==> config.mk <==
export PLATFORM = sky130hd
export DESIGN_NAME = tdc_sample_acc
export DESIGN_NICKNAME = d
export VERILOG_FILES = /design/src/rtl/tdc_sample_acc.sv
export SDC_FILE = /design/constraint.sdc
export NUM_CORES = 1
export LEC_CHECK = 0
export ABC_AREA = 1
export CAP_MARGIN = 20
export CELL_PAD_IN_SITES_DETAIL_PLACEMENT = 0
export CELL_PAD_IN_SITES_GLOBAL_PLACEMENT = 1
export CORE_MARGIN = 3
export CORE_UTILIZATION = 45
export DETAILED_ROUTE_END_ITERATION = 16
export GPL_TIMING_DRIVEN = 1
export PLACE_DENSITY_LB_ADDON = 0.2
export SLEW_MARGIN = 40
export SYNTH_ARGS = -nofsm -noshare
export SYNTH_HDL_FRONTEND = slang
export SYNTH_SLANG_ARGS = --single-unit
==> constraint.sdc <==
create_clock -name clk -period 6.75 [get_ports clk]
set_input_delay 1.0125 -clock clk [delete_from_list [all_inputs] [get_ports clk]]
set_output_delay 1.0125 -clock clk [all_outputs]
set_load 0.02 [all_outputs]
==> src/rtl/tdc_sample_acc.sv <==
`timescale 1ns/1ps
// -----------------------------------------------------------------------------
// tdc_sample_acc
//
// Post-processing stage for the TDC core. It collects a run of 2^LOG2_N valid
// 8-bit samples and produces three statistics: the truncated mean, the
// minimum and the maximum. Results are held in result registers so they stay
// readable while the next run is in progress. A registered byte-wide mux
// presents one result (or a status byte) to the output pins.
//
// Parameters
//   LOG2_N        log2 of samples per run (legal 1..8)
//
// Ports
//   clk           system clock
//   rst           asynchronous active-high reset
//   sample_in     TDC output word, synchronous to clk
//   sample_valid  sample_in is valid this cycle
//   start         pulse that begins a run (ignored while a run is active)
//   abort         terminates an active run, discarding partial data
//   rd_sel        0 mean, 1 min, 2 max, 3 status {busy, done, run_cnt[5:0]}
//   rd_data       registered selected result
//   busy          a run is in progress
//   done          a run has completed and no new run has started since
// -----------------------------------------------------------------------------
module tdc_sample_acc #(
  parameter int LOG2_N = 4
) (
  input  logic       clk,
  input  logic       rst,
  input  logic [7:0] sample_in,
  input  logic       sample_valid,
  input  logic       start,
  input  logic       abort,
  input  logic [1:0] rd_sel,
  output logic [7:0] rd_data,
  output logic       busy,
  output logic       done
);

  localparam int N  = 1 << LOG2_N;
  // Sum of N 8-bit values needs LOG2_N extra bits; it can never overflow.
  localparam int SW = LOG2_N + 8;
  // Counter must be able to hold the value N itself.
  localparam int CW = LOG2_N + 1;

  typedef enum logic [1:0] {
    IDLE = 2'd0,
    ACQ  = 2'd1,
    DONE = 2'd2
  } state_t;

  state_t        state_q,    state_d;
  logic [SW-1:0] sum_q,      sum_d;
  logic [CW-1:0] cnt_q,      cnt_d;
  logic [7:0]    acc_min_q,  acc_min_d;
  logic [7:0]    acc_max_q,  acc_max_d;
  logic [7:0]    res_mean_q, res_mean_d;
  logic [7:0]    res_min_q,  res_min_d;
  logic [7:0]    res_max_q,  res_max_d;
  logic [5:0]    run_cnt_q,  run_cnt_d;
  logic [7:0]    rd_data_q,  rd_data_d;

  logic          run_full;
  logic          busy_w;
  logic          done_w;

  // The last sample of a run is accumulated on its own edge; the results are
  // committed on the following edge from the accumulators. This gives the
  // 1 + 2^LOG2_N cycle start-to-done latency for a back-to-back run.
  assign run_full = (cnt_q == CW'(N));

  assign busy_w = (state_q == ACQ);
  assign done_w = (state_q == DONE);

  // ---------------------------------------------------------------------------
  // State and datapath registers
  // ---------------------------------------------------------------------------
  always_ff @(posedge clk or posedge rst) begin
    if (rst) begin
      state_q    <= IDLE;
      sum_q      <= '0;
      cnt_q      <= '0;
      acc_min_q  <= 8'hFF;
      acc_max_q  <= 8'h00;
      res_mean_q <= 8'h00;
      res_min_q  <= 8'h00;
      res_max_q  <= 8'h00;
      run_cnt_q  <= 6'd0;
      rd_data_q  <= 8'h00;
    end else begin
      state_q    <= state_d;
      sum_q      <= sum_d;
      cnt_q      <= cnt_d;
      acc_min_q  <= acc_min_d;
      acc_max_q  <= acc_max_d;
      res_mean_q <= res_mean_d;
      res_min_q  <= res_min_d;
      res_max_q  <= res_max_d;
      run_cnt_q  <= run_cnt_d;
      rd_data_q  <= rd_data_d;
    end
  end

  // ---------------------------------------------------------------------------
  // Next-state and datapath logic
  // ---------------------------------------------------------------------------
  always_comb begin
    state_d    = state_q;
    sum_d      = sum_q;
    cnt_d      = cnt_q;
    acc_min_d  = acc_min_q;
    acc_max_d  = acc_max_q;
    res_mean_d = res_mean_q;
    res_min_d  = res_min_q;
    res_max_d  = res_max_q;
    run_cnt_d  = run_cnt_q;

    case (state_q)
      IDLE, DONE: begin
        // A sample arriving together with start is deliberately not taken.
        if (start) begin
          state_d   = ACQ;
          sum_d     = '0;
          cnt_d     = '0;
          acc_min_d = 8'hFF;
          acc_max_d = 8'h00;
        end
      end

      ACQ: begin
        // abort beats both sample acceptance and result commit; start is
        // ignored here so a run cannot be restarted part-way.
        if (abort) begin
          state_d = IDLE;
        end else if (run_full) begin
          res_mean_d = sum_q[SW-1:LOG2_N];
          res_min_d  = acc_min_q;
          res_max_d  = acc_max_q;
          run_cnt_d  = run_cnt_q + 6'd1;
          state_d    = DONE;
        end else if (sample_valid) begin
          sum_d = sum_q + SW'(sample_in);
          cnt_d = cnt_q + CW'(1);
          if (sample_in < acc_min_q) begin
            acc_min_d = sample_in;
          end
          if (sample_in > acc_max_q) begin
            acc_max_d = sample_in;
          end
        end
      end

      default: begin
        state_d = IDLE;
      end
    endcase
  end

  // ---------------------------------------------------------------------------
  // Read mux, registered one cycle behind rd_sel
  // ---------------------------------------------------------------------------
  always_comb begin
    rd_data_d = 8'h00;
    case (rd_sel)
      2'd0: rd_data_d = res_mean_q;
      2'd1: rd_data_d = res_min_q;
      2'd2: rd_data_d = res_max_q;
      2'd3: rd_data_d = {busy_w, done_w, run_cnt_q};
    endcase
  end

  assign rd_data = rd_data_q;
  assign busy    = busy_w;
  assign done    = done_w;

endmodule

==> flow_metrics.tcl <==
set metrics [dict create \
    status "complete, no violations" \
    timing.fmax_ghz 0.344 \
    dpl.hpwl_um 6640 \
    ff2ff_setup_slack_ns 4.55 \
    synth.avg_cell_area_sq_um 8.12 \
    num_vias 3197 \
    numClockSinks 73 \
    clock_latency_ns 0.35 \
    cts_root_buf "clkbuf_8" \
    h-tree-depth 3 \
    dieWidth_um 99.6 \
    maxSlewHeadroom 0.558 \
    placedCellCount 607 \
    antenna_found_initial 0 \
    yosysSeqAreaShare 0.466 \
    cpMaxStageDelayCell "clkdlybuf4s50_1" \
    hold_class "register to register" \
    wl_per_cell_um 14.9 \
    fillCellCount 817 \
    nets 555 \
    io_buffers 24 \
    timing.rr.start "state_q[1]" \
    crit_chain "nor2_4 > clkdlybuf4s50_1" \
    min_from "res_mean_q[0]" \
    setup_violations 0 \
    peakVddDrop_uv 154 \
    min_path_cells 2 \
    hold_slack_ns 0.481 \
    finalWeightedCongestion 0.872 \
    multi_input_area_sq_mm 0.00186 \
    synth_warnings 0 \
    hold_viol_final 0 \
    synthTopCellsByArea "dfrtp_1 (41%), nand2_1 (16%), ha_1 (8.2%), dfstp_2 (5.3%), inv_1 (4.5%)" \
    syn-instance-count 486 \
    grt_pass1_wl_um 15700 \
    antenna_left 0 \
    startpoint_type "register" \
    grtUsageTotal 0.203 \
    post_cts_buffers 0 \
    die_h_um 99.6 \
    diodes 0 \
    worstSetupPathType "register to primary output" \
    grt_start_max_net_pins 74 \
    cts_resized 0 \
    synth-seq-cells 73 \
    netlist_area_sq_mm 0.00395 \
    cp.depth 2 \
    rows 33 \
    grt_pass1_vias 3093 \
    min_period_over_period 0.430 \
    core_sq_mm 0.00838 \
    syn_nets 528 \
    worst-path-buf-inv 1 \
    min_to "res_mean_q[0]" \
    firstDrtPassIters 4 \
    powerDensity_mw_per_mm2 358 \
    drc 0 \
    finClkSkew_ns 0.0122 \
    drtIter0Drc 92 \
    worstReg2RegEnd "res_min_q[1]" \
    layout_commonest_cell "nand2_1" \
    pin_count 25 \
    tns_ns 0 \
    ctsLongestPathBuffers 2 \
    utilization 0.534 \
    max_stage_delay_ns 0.69 \
    viasPerCell 5.13 \
    crit_required_ns 5.74 \
    cp_data_arrival_time_ns 1.89 \
    synth.top_cell.area_share 0.412 \
    regArea_sq_mm 0.00184 \
    layout-drive-gt1-share 0.0888 \
    die-area_sq_mm 0.00993 \
    rsz0062_at_grt "false" \
    tritoncts "done" \
    worst-r2r-cell-count 6 \
    p_total_uw 1600 \
    clk_pin_slew_ns 0.09 \
    max_cap_violations 0 \
    cts_buffers 9 \
    min_period_ns 2.90 \
    cts_hold_buffers 0 \
    worst_pin_slew_ns 0.663 \
    p_leak_uw 0.00228 \
    ys_types 32 \
    finalMaxSlewViolations 0 \
    final_cell_count_no_fill 623 \
    final_cell_mix "nand2_1 (170), dfrtp_1 (65), inv_1 (46)" \
    crit_path_max_fanout 14 \
    end_kind "primary output" \
    routed_wl_um 9290 \
    grt_overflow 0 \
    area_growth_pct 13.5 \
    start_util 0.471 \
    path_delay_family "buffers and inverters" \
    yosysTopAreaCell "dfrtp_1" \
]
[layout make-up]
class	instances	area share
repair buffers	25	0.0562
flip-flops and latches	73	0.410
clock inverters	4	0.0115
inverters	51	0.0427
multi-input cells	353	0.415
clock buffers	12	0.0346
well taps	105	0.0293
[power breakdown]
group	leakage (uW)	internal [uW]	total (uW)	switching, uW
Clock	0.000103	191	362	171
Sequential	0.000912	548	616	67.9
Combinational	0.00126	207	625	418
Total	0.00228	946	1600	657
[synth_stat cells, drive strengths merged]
library cell    n
a31oi           1
nand4          17
clkbuf          1
o22ai           1
fa              1
dfstp           8
a22oi           1
o21ai          29
xor2            7
o2111ai         4
buf             8
nor2           34
o21bai          1
a21oi          16
nand3b          1
ha             26
o31ai           1
dfrtp          65
nand2         175
nand3          29
or2             7
inv            51
xnor2           1
nor3            1
[worst reg2reg max path: cells and delay by family, from the launching register on]
family | cells | cell delay, ns
AND/OR/NAND/NOR | 4 | 1.17
flip-flops | 1 | 0.44
buffers and inverters | 1 | 0.37
AO/OA/AOI/OAI | 1 | 0.08
[layer usage]
layer  up-vias  routed length (um)  GRT usage
met2        43                4090      0.316
met3        14                 283     0.0295
met4         0                 187     0.0746
met5         -                   0          0
met1      1510                4730      0.289
li1       1630                   -          -
[logic make-up after synthesis]
family | after synthesis | synth area share
compound gates | 54 | 0.0749
xor+xnor | 8 | 0.0178
flops | 73 | 0.466
fa+ha+maj | 27 | 0.0875
simple gates | 264 | 0.291
buf+inv | 60 | 0.0628
[per-stage QoR]
stage | worst slack [ns] | area [sq um]
after floorplan | 3.90 | 3950
after global placement | 3.74 | 4270
after detailed placement | 3.69 | 4270
after CTS | 3.84 | 4480
after global routing | 3.76 | 4480
final | 3.85 | 4480
[how the worst max path moves through the flow]
| stage | startpoint | endpoint | slack [ns] |
|---|---|---|---|
| detailed placement | sample_in[1] | sum_q[10] | 3.69 |
| global placement | sample_in[1] | sum_q[10] | 3.74 |
| floorplan | rst | acc_max_q[0] | 3.90 |
| finish | state_q[1] | busy | 3.85 |
| global route | state_q[0] | busy | 3.76 |
| CTS | state_q[1] | busy | 3.84 |
[state kept, by name, summed over array words and instances, names as in the netlist]
| signal | count |
|---|---|
| acc_max_q | 8 |
| acc_min_q | 8 |
| cnt_q | 5 |
| rd_data | 8 |
| res_max_q | 8 |
| res_mean_q | 8 |
| res_min_q | 8 |
| run_cnt_q | 6 |
| state_q | 2 |
| sum_q | 12 |
Note: power is estimated with default switching activity, not from simulation.
